## src/rtl/branch_ex_pkg.sv

```systemverilog
// Shared widths and opcode encodings for the branch execution unit and its comparator.
package branch_ex_pkg;

    localparam int unsigned OpWidth   = 6;
    localparam int unsigned DataWidth = 32;
    localparam int unsigned AddrWidth = 32;
    localparam int unsigned TagWidth  = 4;

    localparam logic [OpWidth-1:0] OpJal  = 6'd1;
    localparam logic [OpWidth-1:0] OpJalr = 6'd2;
    localparam logic [OpWidth-1:0] OpBeq  = 6'd3;
    localparam logic [OpWidth-1:0] OpBne  = 6'd4;
    localparam logic [OpWidth-1:0] OpBlt  = 6'd5;
    localparam logic [OpWidth-1:0] OpBge  = 6'd6;
    localparam logic [OpWidth-1:0] OpBltu = 6'd7;
    localparam logic [OpWidth-1:0] OpBgeu = 6'd8;

    localparam logic Valid   = 1'b1;
    localparam logic Invalid = 1'b0;

    function automatic logic is_jump(input logic [OpWidth-1:0] op);
        return (op == OpJal) || (op == OpJalr);
    endfunction

endpackage

```

## src/rtl/branch_cmp.sv

```systemverilog
// Combinational branch condition resolver: taken flag plus a legal-opcode flag.
module branch_cmp
    import branch_ex_pkg::*;
(
    input  logic [OpWidth-1:0]   op,
    input  logic [DataWidth-1:0] reg1,
    input  logic [DataWidth-1:0] reg2,
    output logic                 taken,
    output logic                 legal
);

    always_comb begin
        taken = 1'b0;
        legal = 1'b1;
        case (op)
            OpJal, OpJalr: taken = 1'b1;
            OpBeq:  taken = (reg1 == reg2);
            OpBne:  taken = (reg1 != reg2);
            OpBlt:  taken = ($signed(reg1) <  $signed(reg2));
            OpBge:  taken = ($signed(reg1) >= $signed(reg2));
            OpBltu: taken = (reg1 <  reg2);
            OpBgeu: taken = (reg1 >= reg2);
            default: legal = 1'b0;
        endcase
    end

endmodule

```

## src/rtl/branch_ex.sv

```systemverilog
// Branch execution unit: resolves condition, target and link value, and drives the
// Branch CDB through a single register stage (latency 1, one beat per issue).
module branch_ex
    import branch_ex_pkg::*;
(
    input  logic                 clk,
    input  logic                 rst,
    input  logic                 rdy,
    input  logic                 clear,
    input  logic                 Branch_valid,
    input  logic [OpWidth-1:0]   Branch_op,
    input  logic [DataWidth-1:0] Branch_reg1,
    input  logic [DataWidth-1:0] Branch_reg2,
    input  logic [DataWidth-1:0] Branch_imm,
    input  logic [AddrWidth-1:0] Branch_pc,
    input  logic [TagWidth-1:0]  Branch_reg_des_rob,
    output logic                 Branch_cdb_valid,
    output logic [TagWidth-1:0]  Branch_cdb_tag,
    output logic [DataWidth-1:0] Branch_cdb_data,
    output logic                 Branch_cdb_jump,
    output logic [AddrWidth-1:0] Branch_cdb_target
);

    logic                 taken;
    logic                 legal;
    logic [AddrWidth-1:0] pc_plus4;
    logic [AddrWidth-1:0] pc_plus_imm;
    logic [AddrWidth-1:0] jalr_target;

    logic                 valid_d, valid_q;
    logic [TagWidth-1:0]  tag_d, tag_q;
    logic [DataWidth-1:0] data_d, data_q;
    logic                 jump_d, jump_q;
    logic [AddrWidth-1:0] target_d, target_q;

    branch_cmp u_cmp (
        .op    (Branch_op),
        .reg1  (Branch_reg1),
        .reg2  (Branch_reg2),
        .taken (taken),
        .legal (legal)
    );

    assign pc_plus4    = Branch_pc + 32'd4;
    assign pc_plus_imm = Branch_pc + Branch_imm;
    assign jalr_target = (Branch_reg1 + Branch_imm) & ~32'd1;

    // Idle cycles load an all-zero beat so the bus is clean when nothing is issued.
    always_comb begin
        valid_d  = Invalid;
        tag_d    = '0;
        data_d   = '0;
        jump_d   = 1'b0;
        target_d = '0;
        if (Branch_valid) begin
            valid_d  = Valid;
            tag_d    = Branch_reg_des_rob;
            jump_d   = legal && taken;
            target_d = pc_plus4;
            if (legal && taken) begin
                target_d = (Branch_op == OpJalr) ? jalr_target : pc_plus_imm;
            end
            if (is_jump(Branch_op)) begin
                data_d = pc_plus4;
            end
        end
    end

    // rst/clear win over a coincident issue; rdy=0 freezes the whole stage.
    always_ff @(posedge clk) begin
        if (rst || clear) begin
            valid_q  <= Invalid;
            tag_q    <= '0;
            data_q   <= '0;
            jump_q   <= 1'b0;
            target_q <= '0;
        end else if (rdy) begin
            valid_q  <= valid_d;
            tag_q    <= tag_d;
            data_q   <= data_d;
            jump_q   <= jump_d;
            target_q <= target_d;
        end
    end

    assign Branch_cdb_valid  = valid_q;
    assign Branch_cdb_tag    = tag_q;
    assign Branch_cdb_data   = data_q;
    assign Branch_cdb_jump   = jump_q;
    assign Branch_cdb_target = target_q;

endmodule

```

## config.mk

```make
export PLATFORM = sky130hd
export DESIGN_NAME = branch_ex
export DESIGN_NICKNAME = d
export VERILOG_FILES = /design/src/rtl/branch_ex_pkg.sv /design/src/rtl/branch_cmp.sv /design/src/rtl/branch_ex.sv
export SDC_FILE = /design/constraint.sdc
export NUM_CORES = 1
export LEC_CHECK = 0
export ABC_AREA = 1
export BUFFER_PORTS_ARGS = -buffer_cell sky130_fd_sc_hd__buf_2
export CELL_PAD_IN_SITES_DETAIL_PLACEMENT = 1
export CELL_PAD_IN_SITES_GLOBAL_PLACEMENT = 1
export CORE_AREA = 2 2 185 187
export DETAILED_ROUTE_END_ITERATION = 8
export DIE_AREA = 0 0 187 189
export PLACE_DENSITY = 0.68
export SYNTH_ARGS = -nofsm -noshare
export SYNTH_HDL_FRONTEND = slang
export SYNTH_SLANG_ARGS = --single-unit
```

## constraint.sdc

```tcl
create_clock -name clk -period 5.1 [get_ports clk]
set_input_delay 0.255 -clock clk [delete_from_list [all_inputs] [get_ports clk]]
set_output_delay 0.255 -clock clk [all_outputs]
set_load 0.01 [all_outputs]
```

==> metrics.txt, run 1 <==
# TYPE chip_impl_metric gauge
chip_impl_info{name="run_status",value="complete, no violations"} 1
chip_impl_metric{name="cts.htree.levels",unit=""} 3
chip_impl_metric{name="drtPass1Iterations",unit=""} 5
chip_impl_info{name="synth_flop_cell",value="sky130_fd_sc_hd__dfxtp_1"} 1
chip_impl_metric{name="postSynthRegisterBits",unit=""} 70
chip_impl_metric{name="post_route_cells_drive_above_1_share",unit="%"} 16.36
chip_impl_metric{name="cts_setup_buffers",unit=""} 0
chip_impl_metric{name="clock_sinks",unit=""} 70
chip_impl_metric{name="drt_drc_violations_left",unit=""} 0
chip_impl_info{name="critical_path.endpoint_type",value="flip-flop"} 1
chip_impl_metric{name="worst_clock_skew",unit="ps"} 0
chip_impl_metric{name="grt_usage",unit="%"} 21.60
chip_impl_metric{name="mappedNetlistArea",unit="µm²"} 8855
chip_impl_metric{name="ir_drop",unit="mV"} 0.1358
chip_impl_metric{name="finalHoldViolCount",unit=""} 0
chip_impl_metric{name="syn_nets",unit=""} 1736
chip_impl_info{name="timing_worst_setup_path_type",value="in2reg"} 1
chip_impl_metric{name="post_drt_via_cell_ratio",unit=""} 5.020
chip_impl_metric{name="slew_viol_final",unit=""} 0
chip_impl_metric{name="ant_nets",unit=""} 0
chip_impl_metric{name="clock.fmax",unit="GHz"} 0.3668
chip_impl_info{name="most_repeated_cell_in_the_gate_level_netlist_after_synthesis",value="sky130_fd_sc_hd__nand2_1"} 1
chip_impl_metric{name="cts.repair.resized",unit=""} 0
chip_impl_metric{name="avgRoutedWirePerCell",unit="µm"} 18.09
chip_impl_metric{name="period_needed",unit="ps"} 2726
chip_impl_metric{name="area_delta_synth_final",unit="%"} 21.04
chip_impl_metric{name="timing.setup.tns",unit="ps"} 0
chip_impl_metric{name="synth-edff-count",unit=""} 0
chip_impl_metric{name="seq_area_frac_synth",unit="%"} 15.83
chip_impl_metric{name="post_synth_num_cell_types",unit=""} 48
chip_impl_info{name="synth.cells.most_frequent",value="sky130_fd_sc_hd__nand2_1 (411), sky130_fd_sc_hd__a21oi_1 (177), sky130_fd_sc_hd__inv_1 (161)"} 1
chip_impl_metric{name="placementRows",unit=""} 67
chip_impl_metric{name="clk-insertion-delay-late",unit="ps"} 330
chip_impl_metric{name="antenna_found_initial",unit=""} 3
chip_impl_info{name="cts_tree",value="yes"} 1
chip_impl_metric{name="cts_inserted_buffers",unit=""} 9
chip_impl_metric{name="fin_util",unit="%"} 32.20
chip_impl_metric{name="worst-endpoint-arrival",unit="ps"} 2920
chip_impl_metric{name="die-width",unit="µm"} 187
chip_impl_info{name="hp-class",value="in2reg"} 1
chip_impl_info{name="synth.top_cells.by_area",value="sky130_fd_sc_hd__nand2_1 (17%), sky130_fd_sc_hd__dfxtp_1 (16%), sky130_fd_sc_hd__ha_1 (13%), sky130_fd_sc_hd__a21oi_1 (10%), sky130_fd_sc_hd__nand3_1 (8.2%)"} 1
chip_impl_metric{name="floorplan.die_area",unit="µm²"} 35340
chip_impl_metric{name="yosysTopAreaCellShare",unit="%"} 17.42
chip_impl_metric{name="post-route-period-util",unit="%"} 53.45
chip_impl_metric{name="design.final.nets",unit=""} 1927
chip_impl_metric{name="dp.final_hpwl",unit="mm"} 33.29
chip_impl_metric{name="slew_headroom",unit="%"} 19.74
chip_impl_metric{name="drt_first_iter_violations",unit=""} 669
chip_impl_metric{name="drv.max_cap_violation_count",unit=""} 0
chip_impl_metric{name="synth_async_sr_flop_share",unit="%"} 0
chip_impl_metric{name="floorplan.initialDensity",unit="%"} 26.61
chip_impl_metric{name="global_route.overflow_total",unit=""} 0
chip_impl_metric{name="buffer_ports.inserted",unit=""} 212
chip_impl_metric{name="finalSetupViolations",unit=""} 0
chip_impl_metric{name="critical_path_peak_fanout",unit=""} 32
chip_impl_metric{name="worst_slew_pin_slew",unit="ps"} 1202
chip_impl_metric{name="postRouteWirelength",unit="mm"} 38.75
chip_impl_metric{name="routed-via-count",unit=""} 10750
chip_impl_metric{name="yosysWarnings",unit=""} 0
chip_impl_metric{name="routabilityCongestion",unit=""} 0.9231
chip_impl_metric{name="p_leak",unit="nW"} 5.236
chip_impl_info{name="clockRootBuffer",value="sky130_fd_sc_hd__clkbuf_16"} 1
chip_impl_metric{name="floorplan.core_area",unit="µm²"} 33280
chip_impl_info{name="unrepaired_setup_endpoints_after_global_routing",value="no"} 1
chip_impl_metric{name="p_per_area",unit="nW/µm²"} 208.2
chip_impl_metric{name="placement.cell_area",unit="µm²"} 10320
chip_impl_metric{name="synth_cells",unit=""} 1497
chip_impl_metric{name="io_pins",unit=""} 213
chip_impl_info{name="synth.largest_area_cell",value="sky130_fd_sc_hd__nand2_1"} 1
chip_impl_metric{name="stdcell_area",unit="µm²"} 10720
chip_impl_metric{name="chipHeight",unit="µm"} 189
chip_impl_metric{name="grt_max_degree",unit=""} 71
chip_impl_metric{name="cts_max_path_buffers",unit=""} 2
chip_impl_metric{name="syn_area_per_cell",unit="µm²"} 5.915
chip_impl_metric{name="ff2ff_setup_slack",unit="ps"} 4390
chip_impl_metric{name="first_global_vias",unit=""} 10850
chip_impl_metric{name="clkSlewWorstSetupHoldPaths",unit="ps"} 60
chip_impl_metric{name="grt_pass1_wl",unit="mm"} 60.25
chip_impl_metric{name="cp_data_required_time",unit="ps"} 5290
chip_impl_info{name="cp-start-kind",value="input pin"} 1
chip_impl_metric{name="cts-hold-fix-buffers",unit=""} 0
## power by group
group / total (W) / leakage (nW) / switching (W) / internal, W
logic: 0.000840 / 4.48 / 0.000557 / 0.000283
clock network: 0.000833 / 0.191 / 0.000253 / 0.000580
registers: 0.000559 / 0.566 / 0.00000458 / 0.000554
total: 0.00223 / 5.24 / 0.000815 / 0.00142
## through the flow
stage | hold WS, ps | worst slack (ps) | cells | total power (W)
finish | 167.0 | 2374 | 2142 | 0.002232
global placement | 450.3 | 2156 | 2125 | 0.001391
detailed placement | 455.3 | 2069 | 2125 | 0.001407
CTS | 158.2 | 2412 | 2141 | 0.002245
global route | 169.9 | 2105 | 2141 | 0.002372
floorplan | 397.9 | 3099 | 1497 | 0.001105
## registers in the layout, indices dropped and copies added, names as in the netlist
signal             flops
Branch_cdb_data       32
Branch_cdb_target     32
Branch_cdb_tag         4
Branch_cdb_jump        1
Branch_cdb_valid       1
## layout make-up
type | instances | area [µm²]
Clock inverter | 7 | 167.7
Multi-Input combinational cell | 1229 | 6665
Sequential cell | 70 | 1401
Timing Repair Buffer | 215 | 1084
Clock buffer | 9 | 225.2
Tap cell | 448 | 560.5
Inverter | 163 | 611.8
Fill cell | 4500 | 22560
Antenna cell | 1 | 2.502
## layout by cell type (no fill, tap or decap), types with 3 or more instances in the layout
master                      count
sky130_fd_sc_hd__nor2_4         5
sky130_fd_sc_hd__nand2_1      411
sky130_fd_sc_hd__nand3b_1       4
sky130_fd_sc_hd__or2_1          5
sky130_fd_sc_hd__o21ai_0       70
sky130_fd_sc_hd__bufinv_16      5
sky130_fd_sc_hd__xnor2_1       15
sky130_fd_sc_hd__nor4_1         8
sky130_fd_sc_hd__o21a_1        11
sky130_fd_sc_hd__buf_2        212
sky130_fd_sc_hd__nor3_2         3
sky130_fd_sc_hd__a21oi_1      177
sky130_fd_sc_hd__or2_2         17
sky130_fd_sc_hd__nand4_1       22
sky130_fd_sc_hd__buf_4          3
sky130_fd_sc_hd__ha_1          94
sky130_fd_sc_hd__nand2_2        4
sky130_fd_sc_hd__a31oi_1        4
sky130_fd_sc_hd__clkbuf_16      9
sky130_fd_sc_hd__nor3_1        28
sky130_fd_sc_hd__inv_1        161
sky130_fd_sc_hd__nor2_1       134
sky130_fd_sc_hd__dfxtp_1       70
sky130_fd_sc_hd__o21ai_1        7
sky130_fd_sc_hd__nand3_1      145
sky130_fd_sc_hd__o21bai_1       7
sky130_fd_sc_hd__a21o_1        12
sky130_fd_sc_hd__xor2_1        19
## cell families (layout without fill, tap and decap cells)
logic type | count (synthesis) | after routing | share of synthesized area, %
AND/OR/NAND/NOR | 799 | 799 | 39.71
multiplexers | 1 | 1 | 0.1130
XOR/XNOR | 34 | 34 | 3.363
buffers and inverters | 198 | 394 | 9.001
flip-flops | 70 | 70 | 15.83
AO/OA/AOI/OAI | 299 | 299 | 18.26
other | 0 | 1 | 0
adder cells (fa/ha/maj) | 96 | 96 | 13.73
## worst max-delay path, stage by stage
cell                      delay [ps]
sky130_fd_sc_hd__buf_2           110
sky130_fd_sc_hd__ha_1            290
sky130_fd_sc_hd__nand2_1          80
sky130_fd_sc_hd__nor2_1          160
sky130_fd_sc_hd__nand4_1         260
sky130_fd_sc_hd__nor2_4          270
sky130_fd_sc_hd__nand2_4         100
sky130_fd_sc_hd__a21oi_4         150
sky130_fd_sc_hd__nand3_1         150
sky130_fd_sc_hd__nor2_4          640
sky130_fd_sc_hd__nand3_1         190
sky130_fd_sc_hd__nand3_1         150
sky130_fd_sc_hd__a21oi_1          70
## final timing paths
kind	startpoint	end	cells past startpoint
setup / recovery	Branch_reg1[7]	Branch_cdb_target[3]$_SDFFE_PP0P_	13
hold / removal	Branch_reg_des_rob[3]	Branch_cdb_tag[3]$_SDFFE_PP0P_	3
setup reg to reg	Branch_cdb_target[22]$_SDFFE_PP0P_	Branch_cdb_target[22]$_SDFFE_PP0P_	2
hold reg to reg	Branch_cdb_tag[1]$_SDFFE_PP0P_	Branch_cdb_tag[1]$_SDFFE_PP0P_	2
## per-layer routing
layer	track usage (%)	share of wire, %	vias up
li1	-	-	5380
met1	27.90	46	5056
met2	38.02	48	261
met3	2.576	3.9	49
met4	5.586	2.5	6
met5	0	0.085	-
(Power assumes the default switching activity.)
==> run 2, diff against run 1 <==
==> constraint.sdc (replaced) <==
create_clock -name clk -period 2.75 [get_ports clk]
set_input_delay 0.1375 -clock clk [delete_from_list [all_inputs] [get_ports clk]]
set_output_delay 0.1375 -clock clk [all_outputs]
set_load 0.01 [all_outputs]
==> run 2 against run 1 <==
- power up 75%
- combinational power up 88%
- final area rose by 0.78%
- non-clock buffer count increased by 17
- die area unchanged
- setup slack worse by 1900 ps
- via count increased by 1.3%
- worst hold slack lost 130 ps
- register-to-register slack got worse by 2300 ps
- highest routed layer unchanged
==> metrics.txt, run 2 (synthesized netlist as in run 1, its figures left out) <==
# TYPE chip_impl_metric gauge
chip_impl_info{name="run_status",value="complete, no violations"} 1
chip_impl_metric{name="worst-r2r-cell-count",unit=""} 2
chip_impl_info{name="timing.critical_path.cells",value="buf_2 -> ha_1 -> nand2_1 -> nor2_1 -> nand4_1 -> nor2_4 -> nand2_4 -> a21oi_4 -> nand2_2 -> nor2_4 -> nand3_4 -> buf_4 -> nand2_1 -> nand3_1 -> a21oi_1"} 1
chip_impl_info{name="clockRootBuffer",value="sky130_fd_sc_hd__clkbuf_16"} 1
chip_impl_metric{name="clock.fmax",unit="GHz"} 0.4407
chip_impl_metric{name="post_drt_via_cell_ratio",unit=""} 5.047
chip_impl_metric{name="cts_inserted_buffers",unit=""} 9
chip_impl_metric{name="placementRows",unit=""} 67
chip_impl_metric{name="antenna_found_initial",unit=""} 2
chip_impl_metric{name="worst-endpoint-arrival",unit="ps"} 2550
chip_impl_metric{name="placed_cells_incl_taps",unit=""} 2142
chip_impl_metric{name="post-route-period-util",unit="%"} 82.51
chip_impl_metric{name="met2_resource_use_gr",unit="%"} 38.55
chip_impl_metric{name="drt_first_iter_violations",unit=""} 565
chip_impl_info{name="slowest_stage",value="sky130_fd_sc_hd__ha_1"} 1
chip_impl_metric{name="power.net_switching",unit="W"} 0.001537
chip_impl_metric{name="grt_usage",unit="%"} 22.21
chip_impl_metric{name="die-width",unit="µm"} 187
chip_impl_metric{name="drv.max_cap_violation_count",unit=""} 0
chip_impl_metric{name="clkSlewWorstSetupHoldPaths",unit="ps"} 60
chip_impl_metric{name="slowest_cell_delay_on_critical_path",unit="ps"} 290
chip_impl_metric{name="global_route.overflow_total",unit=""} 0
chip_impl_metric{name="buffer_ports.inserted",unit=""} 212
chip_impl_metric{name="slew_viol_final",unit=""} 0
chip_impl_metric{name="cts.htree.levels",unit=""} 3
chip_impl_metric{name="instances_no_fill",unit=""} 2159
chip_impl_metric{name="grt_pass1_wl",unit="mm"} 61.66
chip_impl_metric{name="routabilityCongestion",unit=""} 0.9015
chip_impl_metric{name="p_clk_share",unit="%"} 33.0
chip_impl_metric{name="p_comb_share",unit="%"} 40.5
chip_impl_info{name="unrepaired_setup_endpoints_after_global_routing",value="no"} 1
chip_impl_metric{name="cts.repair.resized",unit=""} 0
chip_impl_metric{name="power.share.sequential",unit="%"} 26.5
chip_impl_metric{name="hold_path_depth",unit=""} 3
chip_impl_metric{name="p_per_area",unit="nW/µm²"} 361.8
chip_impl_metric{name="grt_max_degree",unit=""} 40
chip_impl_metric{name="timing.setup.tns",unit="ps"} 0
chip_impl_metric{name="finalHoldViolCount",unit=""} 0
chip_impl_metric{name="ir_drop",unit="mV"} 0.2342
chip_impl_metric{name="gr-usage-met3",unit="%"} 3.133
chip_impl_info{name="layout_common_cells",value="sky130_fd_sc_hd__nand2_1 (411), sky130_fd_sc_hd__buf_2 (212), sky130_fd_sc_hd__a21oi_1 (177)"} 1
chip_impl_metric{name="placement.cell_area",unit="µm²"} 10480
chip_impl_metric{name="area_delta_synth_final",unit="%"} 21.99
chip_impl_metric{name="fin_util",unit="%"} 32.46
chip_impl_metric{name="power.switching_fraction",unit="%"} 39.33
chip_impl_info{name="mostFrequentLayoutCell",value="sky130_fd_sc_hd__nand2_1"} 1
chip_impl_metric{name="stdcell_area",unit="µm²"} 10800
chip_impl_metric{name="floorplan.die_area",unit="µm²"} 35340
chip_impl_metric{name="worst_clock_skew",unit="ps"} 0
chip_impl_metric{name="cts_max_path_buffers",unit=""} 2
chip_impl_metric{name="critical_path_peak_fanout",unit=""} 16
chip_impl_info{name="top_usage_layer",value="met2"} 1
chip_impl_metric{name="design.final.nets",unit=""} 1944
chip_impl_metric{name="clk-insertion-delay-late",unit="ps"} 340
chip_impl_metric{name="clock_sinks",unit=""} 70
chip_impl_metric{name="p_leak",unit="nW"} 5.296
chip_impl_metric{name="period_needed",unit="ps"} 2269
chip_impl_metric{name="postRouteWirelength",unit="mm"} 39.61
chip_impl_metric{name="floorplan.core_area",unit="µm²"} 33280
chip_impl_metric{name="drt_drc_violations_left",unit=""} 0
chip_impl_metric{name="floorplan.initialDensity",unit="%"} 26.61
chip_impl_metric{name="cp_data_required_time",unit="ps"} 3030
chip_impl_metric{name="cts_setup_buffers",unit=""} 0
chip_impl_metric{name="internal_power",unit="W"} 0.002371
chip_impl_metric{name="chipHeight",unit="µm"} 189
chip_impl_info{name="critical_path.endpoint_type",value="flip-flop"} 1
chip_impl_info{name="hp-class",value="in2reg"} 1
chip_impl_metric{name="post_route_cells_drive_above_1_share",unit="%"} 17.19
chip_impl_metric{name="drtPass1Iterations",unit=""} 5
chip_impl_info{name="cp-start-kind",value="input pin"} 1
chip_impl_metric{name="worst_slew_pin_slew",unit="ps"} 738.2
chip_impl_metric{name="ant_nets",unit=""} 0
chip_impl_metric{name="routed-via-count",unit=""} 10900
chip_impl_info{name="timing_worst_setup_path_type",value="in2reg"} 1
chip_impl_metric{name="avgRoutedWirePerCell",unit="µm"} 18.35
chip_impl_metric{name="first_global_vias",unit=""} 11090
chip_impl_metric{name="cts-hold-fix-buffers",unit=""} 0
chip_impl_metric{name="slew_headroom",unit="%"} 50.72
chip_impl_metric{name="dp.final_hpwl",unit="mm"} 34.01
chip_impl_metric{name="grt.met1_usage",unit="%"} 28.34
chip_impl_metric{name="io_pins",unit=""} 213
chip_impl_info{name="cts_tree",value="yes"} 1
chip_impl_metric{name="finalSetupViolations",unit=""} 0
chip_impl_metric{name="power",unit="W"} 0.003908
[run 2: critical path, delay by kind of cell]
| family | cells | cell delay [ps] |
|---|---|---|
| fa+ha+maj | 1 | 290 |
| compound gates | 2 | 290 |
| simple gates | 10 | 1430 |
| buf+inv | 2 | 370 |
[run 2: power groups by stage]
stage | clock (W) | sequential (W) | combinational (W)
finish | 0.00129 | 0.00104 | 0.00158
global route | 0.00136 | 0.00104 | 0.00177
global placement | 0 | 0.00106 | 0.00153
detailed placement | 0 | 0.00106 | 0.00157
floorplan | 0 | 0.00106 | 0.000986
CTS | 0.00132 | 0.00104 | 0.00158
[run 2: layer usage]
layer  part of all wire (%)  vias up
met5                  0.028        -
met4                    3.0        2
met3                    5.0       49
met2                     47      284
met1                     45     5141
li1                       -     5420
[run 2: per-stage QoR]
step / setup WS, ps / hold slack (ps)
4_1_cts: 489.4 / 30.98
3_5_place_dp: 138.7 / 400.8
3_3_place_gp: 208.9 / 388.9
2_1_floorplan: 866.4 / 280.4
6_report: 480.9 / 38.02
5_1_grt: 234.8 / 48.63
[run 2: final cells by class]
| class | count | area (µm²) |
|---|---|---|
| multi-input combinational | 1229 | 6665 |
| timing repair buffer | 232 | 1236 |
| sequential | 70 | 1401 |
| inverter | 163 | 611.8 |
| tap | 448 | 560.5 |
| fill | 4462 | 22480 |
| clock buffer | 9 | 225.2 |
| antenna | 1 | 2.502 |
| clock inverter | 7 | 98.84 |
[run 2: path summary, 6_finish.rpt]
| check | start | end | slack (ps) |
|---|---|---|---|
| worst min register to register | Branch_cdb_target[1]$_SDFFE_PP0P_ | Branch_cdb_target[1]$_SDFFE_PP0P_ | 460 |
| worst max register to register | Branch_cdb_data[8]$_SDFFE_PP0P_ | Branch_cdb_data[8]$_SDFFE_PP0P_ | 2070 |
| worst min-delay path | Branch_reg_des_rob[3] | Branch_cdb_tag[3]$_SDFFE_PP0P_ | 40 |
| worst max-delay path | Branch_reg1[7] | Branch_cdb_target[26]$_SDFFE_PP0P_ | 480 |
==> run 3, diff against run 2 <==
==> constraint.sdc (replaced) <==
create_clock -name clk -period 2.35 [get_ports clk]
set_input_delay 0.1175 -clock clk [delete_from_list [all_inputs] [get_ports clk]]
set_output_delay 0.1175 -clock clk [all_outputs]
set_load 0.01 [all_outputs]
==> run 3 against run 2 <==
- sequential cell count did not move
- setup slack worse by 260 ps
- via count increased by 2.7%
- die area unchanged
- final area increased by 5.2%
- combinational power increased by 28%
- power up 21%
- clock power is 16% higher
- worst hold slack got worse by 11 ps
- cell count rose by 3.4%
- global-route usage is 0.33 points higher
- sequential share of layout area is 0.65 points lower
- largest power group unchanged
==> metrics.txt, run 3 (synthesized netlist as in run 1, its figures left out) <==
# TYPE chip_impl_metric gauge
chip_impl_metric{name="worst-r2r-cell-count",unit=""} 2
chip_impl_metric{name="avgRoutedWirePerCell",unit="µm"} 18.04
chip_impl_info{name="run_status",value="complete, no violations"} 1
chip_impl_info{name="timing_worst_setup_path_type",value="in2reg"} 1
chip_impl_metric{name="antenna-diode-count",unit=""} 0
chip_impl_info{name="layout_common_cells",value="sky130_fd_sc_hd__nand2_1 (411), sky130_fd_sc_hd__buf_2 (212), sky130_fd_sc_hd__a21oi_1 (177)"} 1
chip_impl_metric{name="timing.setup.tns",unit="ps"} 0
chip_impl_metric{name="chipHeight",unit="µm"} 189
chip_impl_info{name="crit-reg2reg-launch",value="Branch_cdb_target[24]$_SDFFE_PP0P_"} 1
chip_impl_metric{name="finalHoldViolCount",unit=""} 0
chip_impl_metric{name="holdWs",unit="ps"} 27.24
chip_impl_metric{name="grt_max_degree",unit=""} 49
chip_impl_metric{name="cts.htree.levels",unit=""} 3
chip_impl_metric{name="first_global_vias",unit=""} 11640
chip_impl_metric{name="critical_path_peak_fanout",unit=""} 5
chip_impl_metric{name="cts_setup_buffers",unit=""} 0
chip_impl_metric{name="cts.repair.resized",unit=""} 0
chip_impl_info{name="hp-class",value="in2reg"} 1
chip_impl_metric{name="slew_viol_final",unit=""} 0
chip_impl_metric{name="grt_pass1_wl",unit="mm"} 63.09
chip_impl_metric{name="ir_drop",unit="mV"} 0.2575
chip_impl_metric{name="floorplan.core_area",unit="µm²"} 33280
chip_impl_metric{name="drv.max_cap_violation_count",unit=""} 0
chip_impl_metric{name="ff2ff_setup_slack",unit="ps"} 1650
chip_impl_metric{name="global_route.overflow_total",unit=""} 0
chip_impl_metric{name="finalSetupViolations",unit=""} 0
chip_impl_info{name="clockRootBuffer",value="sky130_fd_sc_hd__clkbuf_16"} 1
chip_impl_metric{name="clock.fmax",unit="GHz"} 0.4695
chip_impl_info{name="unrepaired_setup_endpoints_after_global_routing",value="no"} 1
chip_impl_info{name="cts_tree",value="yes"} 1
chip_impl_metric{name="area_delta_synth_final",unit="%"} 28.37
chip_impl_metric{name="worst_slew_pin_slew",unit="ps"} 743.8
chip_impl_info{name="top_usage_layer",value="met2"} 1
chip_impl_metric{name="io_pins",unit=""} 213
chip_impl_info{name="setup.worst_path.start",value="Branch_reg1[7]"} 1
chip_impl_metric{name="met2_resource_use_gr",unit="%"} 39.72
chip_impl_metric{name="cts_inserted_buffers",unit=""} 9
chip_impl_metric{name="clkSlewWorstSetupHoldPaths",unit="ps"} 60
chip_impl_metric{name="placementRows",unit=""} 67
chip_impl_metric{name="grt.met1_usage",unit="%"} 28.84
chip_impl_metric{name="buffer_ports.inserted",unit=""} 212
chip_impl_info{name="mostFrequentLayoutCell",value="sky130_fd_sc_hd__nand2_1"} 1
chip_impl_metric{name="post_route_cells_drive_above_1_share",unit="%"} 20.63
chip_impl_metric{name="cp_data_required_time",unit="ps"} 2600
chip_impl_metric{name="gr-usage-met3",unit="%"} 2.632
chip_impl_metric{name="drt_first_iter_violations",unit=""} 575
chip_impl_metric{name="cts_max_path_buffers",unit=""} 2
chip_impl_metric{name="clock_sinks",unit=""} 70
chip_impl_metric{name="drtPass1Iterations",unit=""} 5
chip_impl_metric{name="worst-endpoint-arrival",unit="ps"} 2380
chip_impl_metric{name="post_drt_via_cell_ratio",unit=""} 5.013
chip_impl_metric{name="routed-via-count",unit=""} 11190
chip_impl_metric{name="slew_headroom",unit="%"} 50.34
chip_impl_metric{name="routabilityCongestion",unit=""} 0.9421
chip_impl_metric{name="die-width",unit="µm"} 187
chip_impl_metric{name="drt_drc_violations_left",unit=""} 0
chip_impl_metric{name="stdcell_area",unit="µm²"} 11370
chip_impl_metric{name="clk-insertion-delay-late",unit="ps"} 330
chip_impl_metric{name="p_leak",unit="nW"} 5.658
chip_impl_metric{name="post-route-period-util",unit="%"} 90.64
chip_impl_info{name="r2r-end",value="Branch_cdb_target[24]$_SDFFE_PP0P_"} 1
chip_impl_info{name="critical_path.endpoint_type",value="flip-flop"} 1
chip_impl_metric{name="ant_nets",unit=""} 0
chip_impl_metric{name="floorplan.initialDensity",unit="%"} 26.61
chip_impl_metric{name="floorplan.die_area",unit="µm²"} 35340
chip_impl_info{name="cp-start-kind",value="input pin"} 1
chip_impl_metric{name="grt_usage",unit="%"} 22.55
chip_impl_metric{name="p_per_area",unit="nW/µm²"} 415.8
chip_impl_metric{name="period_needed",unit="ps"} 2130
chip_impl_metric{name="placement.cell_area",unit="µm²"} 11040
chip_impl_metric{name="dp.final_hpwl",unit="mm"} 34.65
chip_impl_metric{name="postRouteWirelength",unit="mm"} 40.27
chip_impl_metric{name="fillers",unit=""} 4465
chip_impl_metric{name="design.final.nets",unit=""} 2018
chip_impl_metric{name="worst_clock_skew",unit="ps"} 0
chip_impl_metric{name="cts-hold-fix-buffers",unit=""} 0
chip_impl_info{name="capturing_element_of_the_worst_setup_path",value="Branch_cdb_target[19]$_SDFFE_PP0P_"} 1
chip_impl_metric{name="antenna_found_initial",unit=""} 1
## run 3: cell types whose count changed in the layout (fill, tap and decap cells not counted)
cell,before,now
sky130_fd_sc_hd__buf_4,18,91
sky130_fd_sc_hd__buf_12,2,3
sky130_fd_sc_hd__diode_2,1,0
## run 3: worst min-delay path by stage
stage,from,end,slack (ps),cells past startpoint
floorplan,Branch_reg_des_rob[0],Branch_cdb_tag[0]$_SDFFE_PP0P_,260,2
global placement,Branch_reg_des_rob[1],Branch_cdb_tag[1]$_SDFFE_PP0P_,370,3
detailed placement,Branch_reg_des_rob[3],Branch_cdb_tag[3]$_SDFFE_PP0P_,380,3
CTS,Branch_reg_des_rob[3],Branch_cdb_tag[3]$_SDFFE_PP0P_,20,3
global route,Branch_reg_des_rob[3],Branch_cdb_tag[3]$_SDFFE_PP0P_,40,3
finish,Branch_reg_des_rob[1],Branch_cdb_tag[1]$_SDFFE_PP0P_,30,3
## run 3: area by class of cell
class,count,area [µm²],area share [%]
Tap cell,448,560.5,4.931
Clock buffer,9,225.2,1.981
Clock inverter,7,98.84,0.8696
Timing Repair Buffer,306,1804,15.87
Multi-Input combinational cell,1229,6665,58.63
Sequential cell,70,1401,12.33
Inverter,163,611.8,5.382
## run 3: routing by layer
| layer | wire length (µm) | share of wire, % | vias up |
|---|---|---|---|
| li1 | - | - | 5565 |
| met1 | 18580 | 46 | 5293 |
| met2 | 19040 | 47 | 270 |
| met3 | 1463 | 3.6 | 59 |
| met4 | 1158 | 2.9 | 2 |
| met5 | 13 | 0.032 | - |
## run 3: critical path: stages
cell and delay, ps:
sky130_fd_sc_hd__buf_2 120, sky130_fd_sc_hd__ha_1 290, sky130_fd_sc_hd__nand2_1 80, sky130_fd_sc_hd__nor2_1 140, sky130_fd_sc_hd__nand4_1 250, sky130_fd_sc_hd__nor2_4 260, sky130_fd_sc_hd__nand2_4 90, sky130_fd_sc_hd__a21oi_4 150
sky130_fd_sc_hd__nand2_2 90, sky130_fd_sc_hd__nor2_4 130, sky130_fd_sc_hd__nand3_4 130, sky130_fd_sc_hd__buf_4 180, sky130_fd_sc_hd__nand2_1 90, sky130_fd_sc_hd__nand3_1 80, sky130_fd_sc_hd__a21oi_1 180
## run 3: through the flow
step / utilization (%) / setup slack [ps] / total power (W) / std cells
5_1_grt: 34.16 / 30.28 / 0.005046 / 2232
4_1_cts: 34.16 / 258.4 / 0.004752 / 2232
2_1_floorplan: - / 486.4 / 0.002398 / 1497
6_report: 34.16 / 220.0 / 0.004726 / 2232
3_5_place_dp: 33.18 / -93.69 / 0.003246 / 2216
3_3_place_gp: 33.18 / -44.04 / 0.003203 / 2216
## run 3: power breakdown
group / internal, W / switching (W)
Combinational: 0.000768 / 0.00125
Sequential: 0.00120 / 0.00000977
Clock: 0.000933 / 0.000562
